`src/rtl/prng_generator.sv`:
```
// Bank of NUM parallel 32-bit Fibonacci LFSR lanes (taps 32,22,2,1).
// Lane i seeds from seed_arr + i + 1, so every lane starts non-zero on a distinct sequence.
// q is the XOR of all lane states. lanes exposes each raw lane register.
// period_done pulses on the step where lane 0 returns to its captured seed.
module prng_generator #(
  parameter int unsigned N   = 32,
  parameter int unsigned NUM = 3
) (
  input  logic             clk,
  input  logic             reset_n,
  input  logic [NUM-1:0]   seed_arr,
  input  logic             load,
  input  logic             en,
  output logic [N-1:0]     q,
  output logic [NUM*N-1:0] lanes,
  output logic             q_valid,
  output logic             period_done
);

  // Lane state, seed computed from the live input, and seed captured at the last reset/load.
  logic [N-1:0] seed_calc [NUM];
  logic [N-1:0] seed_q    [NUM];
  logic [N-1:0] lane_q    [NUM];
  logic [N-1:0] lane_step [NUM];
  logic         q_valid_q;
  logic         period_done_q;

  // Per-lane seed: zero-extended seed base plus (lane index + 1), N-bit wrap.
  always_comb begin
    for (int i = 0; i < NUM; i++) begin
      seed_calc[i] = {{(N - NUM){1'b0}}, seed_arr} + N'(i + 1);
    end
  end

  // One LFSR step per lane. An all-zero lane (lock-up) reloads its captured seed instead.
  always_comb begin
    for (int i = 0; i < NUM; i++) begin
      if (lane_q[i] == '0) begin
        lane_step[i] = seed_q[i];
      end else begin
        lane_step[i] = {lane_q[i][N-2:0],
                        lane_q[i][31] ^ lane_q[i][21] ^ lane_q[i][1] ^ lane_q[i][0]};
      end
    end
  end

  // State update with priority reset > load > enable. Reset and load both reseed every lane.
  always_ff @(posedge clk) begin
    if (!reset_n || load) begin
      for (int i = 0; i < NUM; i++) begin
        lane_q[i] <= seed_calc[i];
        seed_q[i] <= seed_calc[i];
      end
      q_valid_q     <= 1'b0;
      period_done_q <= 1'b0;
    end else if (en) begin
      for (int i = 0; i < NUM; i++) begin
        lane_q[i] <= lane_step[i];
      end
      q_valid_q     <= 1'b1;
      period_done_q <= (lane_step[0] == seed_q[0]);
    end else begin
      period_done_q <= 1'b0;
    end
  end

  // Output word is the XOR reduction across lanes; lanes is a flat register view.
  always_comb begin
    q     = '0;
    lanes = '0;
    for (int i = 0; i < NUM; i++) begin
      q              = q ^ lane_q[i];
      lanes[i*N +: N] = lane_q[i];
    end
  end

  assign q_valid     = q_valid_q;
  assign period_done = period_done_q;

endmodule

```
`config.mk`:
```
export PLATFORM = sky130hd
export DESIGN_NAME = prng_generator
export DESIGN_NICKNAME = d
export VERILOG_FILES = /design/src/rtl/prng_generator.sv
export SDC_FILE = /design/constraint.sdc
export NUM_CORES = 1
export LEC_CHECK = 0
export ABC_AREA = 1
export CAP_MARGIN = 10
export CORE_MARGIN = 4
export CORE_UTILIZATION = 40
export DETAILED_ROUTE_END_ITERATION = 7
export PLACE_DENSITY = 0.81
export SLEW_MARGIN = 20
export SYNTH_ARGS = -nofsm -noshare
export SYNTH_HDL_FRONTEND = slang
export SYNTH_SLANG_ARGS = --single-unit
```
`constraint.sdc`:
```
create_clock -name clk -period 4.04 [get_ports clk]
set_input_delay 0.808 -clock clk [delete_from_list [all_inputs] [get_ports clk]]
set_output_delay 0.808 -clock clk [all_outputs]
set_load 0.01 [all_outputs]
```
Word level (Yosys, flattened, before mapping)

Memories as Yosys holds them, arrays and structs flattened.
Index checks and enable logic that the tools add are counted.

Memories kept: 2
Bits in writable memories: 108
Bits in registers: 2
Input bits: 7

Memory list:

| memory | depth | bits a word | rd ports | clocked after Yosys merged registers in | write ports | RTL line | source |
|---|---|---|---|---|---|---|---|
| lane_q | 3     | 32          | 3        | 0                                       | 3           | 23       | `logic [N-1:0] lane_q [NUM];` |
| seed_q | 3     | 4           | 3        | 0                                       | 3           | 22       | `logic [N-1:0] seed_q [NUM];` |

Muxes and demuxes: 11
Add/subtract/negate cells: 3
Bitwise gates (word level): 15
Reduce and logical (&&, ||, !) cells: 6
Equal/unequal tests: 1

Operators with widths:

| cell                                                          | number |
|---|---|
| 32-bit two-way mux                                            | 6 |
| 32-bit logical NOT                                            | 3 |
| 32-bit bitwise XOR                                            | 2 |
| 32-bit == test                                                | 1 |
| 1-bit bitwise XOR                                             | 9 |
| 3-bit by 2-bit adder with 4-bit output, second input constant | 2 |
| 1-bit two-way mux                                             | 5 |
| 3-bit by 1-bit adder with 4-bit output, second input constant | 1 |
| 1-bit OR                                                      | 3 |
| 2-bit OR reduction                                            | 1 |
| 1-bit logical NOT                                             | 1 |
| 1-bit logical OR                                              | 1 |
| 1-bit NOT                                                     | 1 |

Logic depth before layout (Yosys ltp)

Gate-level depths: netlist (run 1).
An unclocked memory read counts as a cell.

Word-level depth: 6
Gate-level depth with buffers: 9

Least setup slack after synthesis (run 1)

Ideal clock, no wire load.

Path type: input port to flip-flop
Start point: in en
End point: mem lane_q[0][0] (enable)
Setup slack: -186 ps
Setup time: 1152 ps
Cell stages on the path: 2
Arrival time: 3074 ps
Path buffers: 0
Cells stage by stage: inv_1 nand3_1

RTL lines:

| what            | RTL line | source |
|---|---|---|
| start, declared | 13       | `input logic en,` |
| end, declared   | 23       |  |

==> results by group, run 1 <==
Route
  – Via density: 4.55
  – Wirelength per Cell: approximately 14 µm
  – Routed wire length: 13.0 mm
  – Remaining DRCs: 0
  – Via Count: 4089
  – Routed Antenna Nets: 0
  – Number of DRC markers in iteration 0: 311
  – First-pass DRT Iterations: 5

CTS
  – H-tree depth: 3
  – Deepest clock path buffer count: 2
  – CTS clk-pin slew, worst paths: 70 ps
  – Resized Gates After CTS: 0
  – # hold bufs at CTS: 0
  – CTS tree: built
  – Postcts setup bufs: 0
  – Skew-Pair Late Insertion Delay: 350 ps
  – Root Buffer: clkbuf_16
  – CTS buffer count: 9
  – Clock Sinks: 109

Logic synthesis
  – Main synth FF type: edfxtp_1
  – Synthesized-area fraction occupied by adder cells: less than 1%
  – EDFF count, synth: 107
  – Syn Nets: roughly 600
  – Netlist cell types: 22
  – Sequential share of the synthesized area: 58.5%
  – Yosys top cell area share: between 50 and 60%
  – Synth top area cells: edfxtp_1, nor2_1, inv_1, xnor2_1, nand2_1
  – Post-Syn Area: about 5600 µm²
  – FF+latch count, synth: 109
  – Mapped Cells: 578
  – Syn avg cell area: 9.63 µm²
  – Simple-gate portion of the synthesized area: a little under a fifth
  – Compound-gate portion of the synthesized area: 2.11%
  – Async S/R FF share, synth: 0%
  – Synth Warn #: 0
  – Post-synthesis mux area share: 0%
  – Synth Area in XOR/XNOR: 11.2%
  – Main combinational cell family by area after synthesis: simple AND/OR/NAND/NOR gates
  – Cell taking the most area after synthesis: edfxtp_1

Floorplan
  – Initial Util: around 41%
  – Die area: 15900 µm²
  – Die width: 126 µm
  – Core Box Area: 13500 µm²
  – Die Ht: 126 µm
  – Ports: 137
  – Row count: 42

Place
  – I/O Buffers: 136
  – Placed cell areas: 7120 µm²
  – RePlAce Congestion: 0.831
  – Placed Cells: slightly below 900
  – Dpl hpwl: 9.73 mm
  – DP Worst Slack: roughly 740 ps

Setup path
  – R2R Setup Slk: 1880 ps
  – Setup CP Type: in2reg
  – Crit path required time: 4140 ps
  – Crit start category: input pin
  – Critical-path top delay cell: clkdlybuf4s50_1
  – Worst setup EP type: register
  – FF-to-FF path depth: 6
  – Crit-path max FO: 28
  – WP data arrival: 3000 ps
  – Cell breakdown of the critical path: clkdlybuf4s50_1, nand2_1, nor2_4, inv_1, buf_4, nor2_1, a21boi_0
  – Worst setup path end: lane_q[0][32]$_DFFE_PP_
  – FF-to-FF End: lane_q[0][57]$_SDFFCE_PP0P_
  – CP peak stage delay: between 500 and 600 ps
  – Worst r2r src: lane_q[0][63]$_SDFFCE_PP0P_
  – CP startpoint: reset_n

Timing
  – Final Slew Violations: 0
  – Worst-margin pin slew: 931 ps
  – Worst slew margin: ~38%
  – RSZ-0062 raised after global routing: no
  – Final Hold Vio Count: 0
  – Max Clk Rate: 344 MHz
  – Fin Hold WS: 496 ps
  – Setup tns final: 0 ps
  – Final setup fails: 0
  – Final WS setup: approximately 1100 ps
  – Minimum clock period: 2900 ps
  – Final Cycle Share: 71.9%
  – Layout Skew: 9.63 ps

GRT
  – Gr ovfl total: 0
  – Vias in the first global route: 3882
  – First-pass GRT wire length: 20.5 mm
  – Pin count of the biggest net entering global routing: 97
  – Initial antenna violation count: 0
  – Total Routing Usage GR: 16.4%

Cells and area
  – Reg area: 3250 µm²
  – Post-layout instance area: roughly 7400 µm²
  – Share of layout cells above drive strength 1: 4.84%
  – Non-Filler Instances: 899
  – Filler cells: around 1200
  – Synth-to-layout area growth: 32.7%
  – # diodes: 0
  – NumNets Final: 729
  – Area occupied by multi-input gates: 1840 µm²

Hold path
  – Worst hold stages: 2
  – HP Class: reg2reg

Power and ir drop
  – Leakage: 0.00279 µW
  – Pint: ~2000 µW
  – Seq pwr share: 51.1%
  – Pwr Density: 367 nW/µm²
  – Sw Share: about a quarter
  – Clk pwr share: between 30% and 40%
  – Maximum vdd drop: ~0.00023 V
  – Gate power share: 18.8%
  – Psw: 715 µW

Flow run
  – Max-Cap Viols: 0

Outcome
  – Status: finished, final reports clean
## worst min-delay path by stage
stage | slack (ps) | start | to
2_1_floorplan | 510 | q_valid$_SDFFE_PP0P_ | q_valid$_SDFFE_PP0P_
3_3_place_gp | 470 | q_valid$_SDFFE_PP0P_ | q_valid$_SDFFE_PP0P_
6_report | 500 | q_valid$_SDFFE_PP0P_ | q_valid$_SDFFE_PP0P_
4_1_cts | 500 | q_valid$_SDFFE_PP0P_ | q_valid$_SDFFE_PP0P_
5_1_grt | 540 | q_valid$_SDFFE_PP0P_ | q_valid$_SDFFE_PP0P_
3_5_place_dp | 490 | q_valid$_SDFFE_PP0P_ | q_valid$_SDFFE_PP0P_
## cell type report
cell class,instances,area share [%]
Clock inverter,5,0.491
Sequential cell,109,44.1
Timing Repair Buffer,138,18.8
Multi-Input combinational cell,349,24.9
Tap cell,176,2.98
Inverter,111,5.64
Clock buffer,11,3.15
## placed cells by master, fill, tap and decap left out
| cell | count |
|---|---|
| ha_1 | 4 |
| inv_1 | 111 |
| dfxtp_1 | 2 |
| o21ai_0 | 6 |
| inv_6 | 1 |
| nand2_2 | 3 |
| clkdlybuf4s50_1 | 136 |
| buf_12 | 1 |
| clkinvlp_4 | 3 |
| o21ai_4 | 2 |
| clkbuf_16 | 9 |
| edfxtp_1 | 107 |
| nand2_1 | 86 |
| a21boi_0 | 1 |
| buf_4 | 1 |
| clkbuf_1 | 2 |
| nand3_1 | 16 |
| nor2_4 | 1 |
| clkinv_2 | 1 |
| xnor2_1 | 37 |
| xor2_1 | 34 |
| a21oi_1 | 2 |
| nor2_1 | 139 |
| nand3_4 | 1 |
| nor2_2 | 12 |
| a21o_1 | 1 |
| o21bai_1 | 4 |
## synth_stat cells (all sizes together), types with 2 or more instances
master,number
o21bai,4
a21oi,2
nand3,17
xnor2,37
o21ai,8
inv,111
ha,4
buf,7
xor2,34
nand2,89
edfxtp,107
nor2,152
clkbuf,2
dfxtp,2
## critical path, delay by kind of cell
kind	cells	cell delay (ps)
AO/OA/AOI/OAI	1	80
buffers and inverters	3	1140
AND/OR/NAND/NOR	3	970
## routing by layer
metal	up-vias	GRT usage, %	share of wire [%]
met3	7	3.30	6.0
met1	1908	22.2	44
li1	2048	-	-
met4	0	4.54	0.97
met2	126	27.1	49
met5	-	0	0
## logic make-up after synthesis
logic type / after synthesis
adder cells (fa/ha/maj): 4
buffers and inverters: 120
XOR/XNOR: 71
flip-flops: 109
AND/OR/NAND/NOR: 258
AO/OA/AOI/OAI: 16
## state kept, by name, summed over array words and instances, names as in the netlist
| name | cells |
|---|---|
| seed_q | 11 |
| q_valid | 1 |
| lane_q | 96 |
| period_done | 1 |
## through the flow
step           utilization [%]  total power, µW
2_1_floorplan                -             1650
3_3_place_gp              52.9             1910
3_5_place_dp              52.9             1920
4_1_cts                   54.9             2730
5_1_grt                   54.9             2830
6_report                  54.9             2710
## power groups by stage
| stage | Sequential [µW] | Combinational (µW) | Clock (µW) |
|---|---|---|---|
| 2_1_floorplan | 1410 | 237 | 0 |
| 3_3_place_gp | 1410 | 506 | 0 |
| 3_5_place_dp | 1410 | 514 | 0 |
| 4_1_cts | 1390 | 516 | 826 |
| 5_1_grt | 1400 | 557 | 880 |
| 6_report | 1380 | 509 | 814 |
(Power assumes the default switching activity.)
==> inputs of run 2 (changes only) <==
--- a/config.mk
+++ b/config.mk
@@ -10,7 +10,7 @@
 export CORE_MARGIN = 4
 export CORE_UTILIZATION = 40
 export DETAILED_ROUTE_END_ITERATION = 7
-export PLACE_DENSITY = 0.81
+export PLACE_DENSITY = 0.78
 export SLEW_MARGIN = 20
 export SYNTH_ARGS = -nofsm -noshare
 export SYNTH_HDL_FRONTEND = slang
==> constraint.sdc (replaced) <==
create_clock -name clk -period 2.81 [get_ports clk]
set_input_delay 0.562 -clock clk [delete_from_list [all_inputs] [get_ports clk]]
set_output_delay 0.562 -clock clk [all_outputs]
set_load 0.01 [all_outputs]
==> run 2 against run 1 <==
Against the previous run: sequential cell count is the same; final cell count is 0.33% higher; die area stayed put; count of clock-buffer cells in the layout is 1 higher; critical path depth shrank 4; global-route usage hardly changed; via count barely moved; wire length rose by 1.1%; setup slack lost 740 ps; utilization is 0.35 points higher; first-iteration DRC count grew 35%; largest power group unchanged; clock power is 43% higher.
==> results by group, run 2 (synthesis gave the netlist of run 1 again) <==
Outcome
  – Status: finished, final reports clean (unchanged)

GRT
  – Initial antenna violation count: 0 (unchanged)
  – Pin count of the biggest net entering global routing: 97 (unchanged)
  – Vias in the first global route: 3954 (was 3882)
  – Gr ovfl total: 0 (unchanged)
  – Total Routing Usage GR: 16.4% (about the same)
  – First-pass GRT wire length: 20.8 mm (was 20.5 mm)

Power and ir drop
  – Pwr Density: 524 nW/µm² (was 367 nW/µm²)
  – Leakage: 0.00282 µW (was 0.00279 µW)
  – Maximum vdd drop: 0.000329 V (was 0.000231 V)

Setup path
  – Critical path's top delay family: buffers and inverters (unchanged)
  – Critical-path top delay cell: clkdlybuf4s50_1 (unchanged)
  – Buf+Inv Stages, Crit Path: 1 (was 3)
  – Crit path required time: 2250 ps (was 4140 ps)
  – Worst setup EP type: output port (was register)
  – WP data arrival: 1850 ps (was 3000 ps)
  – Cell breakdown of the critical path: xnor2_1, xor2_1, clkdlybuf4s50_1 (was clkdlybuf4s50_1, nand2_1, nor2_4, inv_1, buf_4, nor2_1, a21boi_0)
  – Crit start category: register (was input pin)
  – R2R Setup Slk: 600 ps (was 1880 ps)
  – CP peak stage delay: 600 ps (was 530 ps)
  – Setup CP Type: reg2out (was in2reg)
  – Crit-path max FO: 4 (was 28)

Route
  – Routed Antenna Nets: 0 (unchanged)
  – WL met3: 788 µm (was 778 µm)
  – Routed wire length: 13.2 mm (was 13.0 mm)
  – First-pass DRT Iterations: 4 (was 5)
  – Via density: 4.54 (was 4.55)
  – Remaining DRCs: 0 (unchanged)
  – Wirelength per Cell: 14.6 µm (was 14.5 µm)
  – Top Layer Used: met4 (unchanged)
  – Met2 Wirelength: 6.48 mm (was 6.40 mm)
  – Number of DRC markers in iteration 0: 421 (was 311)
  – M1 WL: 5.74 mm (was 5.73 mm)
  – Via Count: 4093 (was 4089)

Timing
  – RSZ-0062 raised after global routing: no (unchanged)
  – Final setup fails: 0 (unchanged)
  – Final Cycle Share: 86.0%
  – Max Clk Rate: 414 MHz
  – Final Hold Vio Count: 0 (unchanged)
  – Minimum clock period: 2420 ps
  – Setup tns final: 0 ps (unchanged)
  – Final Slew Violations: 0 (unchanged)
  – Worst-margin pin slew: 979 ps (was 931 ps)
  – Layout Skew: 11.5 ps (was 9.63 ps)
  – Worst slew margin: 34.5% (was 37.7%)

CTS
  – Deepest clock path buffer count: 2 (unchanged)
  – Clock Sinks: 109 (unchanged)
  – Resized Gates After CTS: 0 (unchanged)
  – # hold bufs at CTS: 0 (unchanged)
  – Skew-Pair Late Insertion Delay: 340 ps (was 350 ps)
  – CTS tree: built (unchanged)
  – H-tree depth: 3 (unchanged)
  – Postcts setup bufs: 0 (unchanged)
  – CTS clk-pin slew, worst paths: 70 ps (about the same)
  – Root Buffer: clkbuf_16 (unchanged)
  – CTS buffer count: 9 (unchanged)

Floorplan
  – Initial Util: 41.4% (unchanged)
  – Row count: 42 (unchanged)
  – Die area: 15900 µm² (unchanged)
  – Die width: 126 µm (unchanged)
  – Core Box Area: 13500 µm² (unchanged)
  – Ports: 137 (unchanged)
  – Die Ht: 126 µm (unchanged)

Place
  – RePlAce Congestion: 0.824 (was 0.831)
  – Placed cell areas: 7160 µm² (was 7120 µm²)
  – Dpl hpwl: 9.87 mm (was 9.73 mm)
  – I/O Buffers: 136 (unchanged)

Cells and area
  – Most flops, register: lane_q (unchanged)
  – Most common cell after layout, fill and taps aside: nor2_1 (unchanged)
  – Post-layout instance area: 7430 µm² (was 7380 µm²)
  – Largest register FFs: 96 (unchanged)
  – Largest regs: lane_q x96, seed_q x11 (unchanged)
  – Synth-to-layout area growth: 33.5% (was 32.7%)
  – Share of layout cells above drive strength 1: 5.10% (was 4.84%)
  – NumNets Final: 732 (was 729)
  – Most frequent cells in the layout: nor2_1, clkdlybuf4s50_1, inv_1 (unchanged)
  – Fin util: 55.2% (was 54.9%)
  – # diodes: 0 (unchanged)

Flow run
  – Max-Cap Viols: 0 (unchanged)

Hold path
  – HP Class: reg2reg (unchanged)
run 2: changes by cell type in the layout (fill, tap and decap cells not counted), sizes merged:
| cell | previous run | this run |
|---|---|---|
| buf | 2 | 5 |
| clkbuf | 11 | 12 |
| clkinvlp | 3 | 2 |
run 2: where the power goes:
| group | switching, µW | internal [µW] |
|---|---|---|
| combinational | 357 | 383 |
| clock | 556 | 608 |
| sequential | 107 | 1880 |
run 2: final timing paths:
kind	startpoint	endpoint	depth (start not counted)
setup / recovery	lane_q[0][95]$_SDFFCE_PP0P_	q[31]	3
hold reg to reg	q_valid$_SDFFE_PP0P_	q_valid$_SDFFE_PP0P_	2
setup reg to reg	lane_q[0][63]$_SDFFCE_PP0P_	lane_q[0][41]$_SDFFCE_PP0P_	6
hold / removal	q_valid$_SDFFE_PP0P_	q_valid$_SDFFE_PP0P_	2
run 2: cell type report:
type                    instances  area [µm²]
multi-input cells             349        1840
flip-flops and latches        109        3250
repair buffers                141        1440
clock buffers                  12         236
fillers                      1242        6020
clock inverters                 4        32.5
inverters                     111         417
well taps                     176         220
run 2: metrics by stage:
step,hold WS [ps],std cells,total power [µW],worst slack [ps]
3_3_place_gp,478,886,2760,376
2_1_floorplan,512,578,2370,84.8
4_1_cts,500,902,3930,387
6_report,491,902,3890,394
3_5_place_dp,483,886,2770,327
5_1_grt,538,902,4070,292
run 2: worst min-delay path: cells and delay by family (launching register included):
kind / cells / cell delay (ps)
DFF: 1 / 330
and+or+nand+nor: 2 / 130
run 2: routing by layer:
metal / GRT usage (%) / vias up
met1: 22.2 / 1898
met2: 27.4 / 125
met3: 3.64 / 10
met5: 0 / -
met4: 3.60 / 0
li1: - / 2060
==> inputs of run 3 (changes only) <==
--- a/config.mk
+++ b/config.mk
@@ -6,11 +6,10 @@
 export NUM_CORES = 1
 export LEC_CHECK = 0
 export ABC_AREA = 1
-export CAP_MARGIN = 10
 export CORE_MARGIN = 4
 export CORE_UTILIZATION = 40
 export DETAILED_ROUTE_END_ITERATION = 7
-export PLACE_DENSITY = 0.78
+export PLACE_DENSITY = 0.67
 export SLEW_MARGIN = 20
 export SYNTH_ARGS = -nofsm -noshare
 export SYNTH_HDL_FRONTEND = slang
==> run 3 against run 2 <==
Against the previous run: register-to-register slack about the same; clock skew decreased by 7.3 ps; first-iteration DRC count decreased by 27%; design area increased by 0.25%; critical path type unchanged; highest routed layer unchanged.
==> results by group, run 3 (synthesis gave the netlist of run 1 again) <==
Outcome
  – Status: finished, final reports clean (unchanged)

Hold path
  – Worst hold stages: 2 (unchanged)
  – HP Class: reg2reg (unchanged)
  – Min-delay src: q_valid$_SDFFE_PP0P_ (unchanged)
  – WHS Endpoint: q_valid$_SDFFE_PP0P_ (unchanged)

GRT
  – Vias in the first global route: 4117 (was 3954)
  – Initial antenna violation count: 0 (unchanged)
  – Gr ovfl total: 0 (unchanged)
  – First-pass GRT wire length: 21.4 mm (was 20.8 mm)
  – Total Routing Usage GR: 16.9% (was 16.4%)
  – Pin count of the biggest net entering global routing: 59 (was 97)

Cells and area
  – Synth-to-layout area growth: 33.9% (was 33.5%)
  – Most frequent cells in the layout: nor2_1, clkdlybuf4s50_1, inv_1 (unchanged)
  – # diodes: 0 (unchanged)
  – Non-Filler Instances: 902 (unchanged)
  – Area occupied by multi-input gates: 1840 µm² (unchanged)
  – Largest register FFs: 96 (unchanged)
  – Filler cells: 1243 (was 1242)
  – NumNets Final: 733 (was 732)
  – Share of layout cells above drive strength 1: 5.23% (was 5.10%)
  – Most common cell after layout, fill and taps aside: nor2_1 (unchanged)
  – Most flops, register: lane_q (unchanged)
  – Reg area: 3250 µm² (unchanged)
  – Largest regs: lane_q x96, seed_q x11 (unchanged)

Power and ir drop
  – Clk pwr share: 31.0% (was 29.9%)
  – Sw Share: 25.6% (was 26.2%)
  – Gate power share: 18.7% (was 19.0%)
  – Maximum vdd drop: 0.000258 V (was 0.000329 V)
  – Pint: 2940 µW (was 2870 µW)
  – Seq pwr share: 50.3% (was 51.1%)
  – Pwr Density: 531 nW/µm² (was 524 nW/µm²)
  – Psw: 1010 µW (was 1020 µW)
  – Leakage: 0.00283 µW (was 0.00282 µW)

Route
  – Routed wire length: 13.4 mm (was 13.2 mm)
  – Wirelength per Cell: 14.8 µm (was 14.6 µm)
  – Number of DRC markers in iteration 0: 306 (was 421)
  – Via Count: 4109 (was 4093)
  – Remaining DRCs: 0 (unchanged)
  – Via density: 4.56 (was 4.54)
  – Routed Antenna Nets: 0 (unchanged)
  – First-pass DRT Iterations: 4 (unchanged)

Timing
  – Setup tns final: 0 ps (unchanged)
  – Worst slew margin: 33.4% (was 34.5%)
  – Minimum clock period: 2460 ps (was 2420 ps)
  – RSZ-0062 raised after global routing: no (unchanged)
  – Worst-margin pin slew: 995 ps (was 979 ps)
  – Layout Skew: 4.28 ps (was 11.5 ps)
  – Final setup fails: 0 (unchanged)
  – Final Cycle Share: 87.4% (was 86.0%)
  – Max Clk Rate: 407 MHz (was 414 MHz)
  – Final Hold Vio Count: 0 (unchanged)
  – Final Slew Violations: 0 (unchanged)

CTS
  – CTS buffer count: 9 (unchanged)
  – Root Buffer: clkbuf_16 (unchanged)
  – CTS clk-pin slew, worst paths: 70 ps (about the same)
  – CTS tree: built (unchanged)
  – Clock Sinks: 109 (unchanged)
  – Resized Gates After CTS: 0 (unchanged)
  – H-tree depth: 3 (unchanged)
  – Skew-Pair Late Insertion Delay: 340 ps (about the same)
  – Deepest clock path buffer count: 2 (unchanged)
  – Postcts setup bufs: 0 (unchanged)
  – # hold bufs at CTS: 0 (unchanged)

Place
  – Placed Cells: 887 (was 886)
  – RePlAce Congestion: 0.804 (was 0.824)
  – I/O Buffers: 136 (unchanged)
  – Dpl hpwl: 10.1 mm (was 9.87 mm)

Setup path
  – FF-to-FF End: lane_q[0][54]$_SDFFCE_PP0P_ (was lane_q[0][41]$_SDFFCE_PP0P_)
  – Setup CP Type: reg2out (unchanged)
  – CP startpoint: lane_q[0][1]$_DFFE_PP_ (was lane_q[0][95]$_SDFFCE_PP0P_)
  – Crit-path max FO: 6 (was 4)
  – Crit path required time: 2250 ps (about the same)
  – Worst r2r src: lane_q[0][63]$_SDFFCE_PP0P_ (unchanged)
  – Crit start category: register (unchanged)
  – FF-to-FF path depth: 6 (unchanged)
  – Worst setup EP type: output port (unchanged)
  – WP data arrival: 1890 ps (was 1850 ps)
  – R2R Setup Slk: 610 ps (was 600 ps)

Floorplan
  – Core Box Area: 13500 µm² (unchanged)
  – Die width: 126 µm (unchanged)
  – Die area: 15900 µm² (unchanged)
  – Ports: 137 (unchanged)
  – Die Ht: 126 µm (unchanged)
  – Row count: 42 (unchanged)
  – Initial Util: 41.4% (unchanged)

Flow run
  – Max-Cap Viols: 0 (unchanged)
run 3: power groups by stage:
stage / logic, µW / clock network (µW) / registers, µW
floorplan: 341 / 0 / 2030
global placement: 742 / 0 / 2020
detailed placement: 749 / 0 / 2030
CTS: 753 / 1260 / 1990
global route: 808 / 1340 / 2010
finish: 739 / 1230 / 1990
run 3: layout make-up:
type                    count  area share [%]
well taps                 176            2.96
flip-flops and latches    109            43.7
inverters                 111            5.59
repair buffers            142            19.4
multi-input cells         349            24.7
clock buffers               9            3.02
clock inverters             6           0.739
run 3: worst max-delay path, cell delays in order (launching register included):
cell and delay (ps):
edfxtp_1 530, xnor2_1 300, xor2_1 180, clkdlybuf4s50_1 550
run 3: worst max-delay path by stage:
stage	to	slack, ps	cells after the start
final	q[1]	350	3
after global routing	q[31]	260	3
after CTS	q[1]	330	3
after detailed placement	lane_q[0][2]$_DFFE_PP_	360	7
after global placement	lane_q[0][66]$_DFFE_PP_	400	7
after floorplan	lane_q[0][0]$_DFFE_PP_	80	2
run 3: routing by layer:
| metal | share of wire, % | global-route usage [%] | vias up |
|---|---|---|---|
| li1 | - | - | 2055 |
| met1 | 43 | 22.1 | 1918 |
| met2 | 48 | 27.6 | 117 |
| met3 | 7.1 | 3.60 | 19 |
| met4 | 2.2 | 6.75 | 0 |
| met5 | 0 | 0 | - |
run 3: metrics by stage:
stage               utilization [%]  power (µW)  area (µm²)  setup WS (ps)  hold WS, ps
CTS                            55.4        4010        7450            329          494
floorplan                         -        2370        5570           84.8          512
global placement               53.3        2770        7170            399          470
detailed placement             53.3        2780        7170            364          480
global route                   55.4        4150        7450            258          508
finish                         55.4        3960        7450            355          493
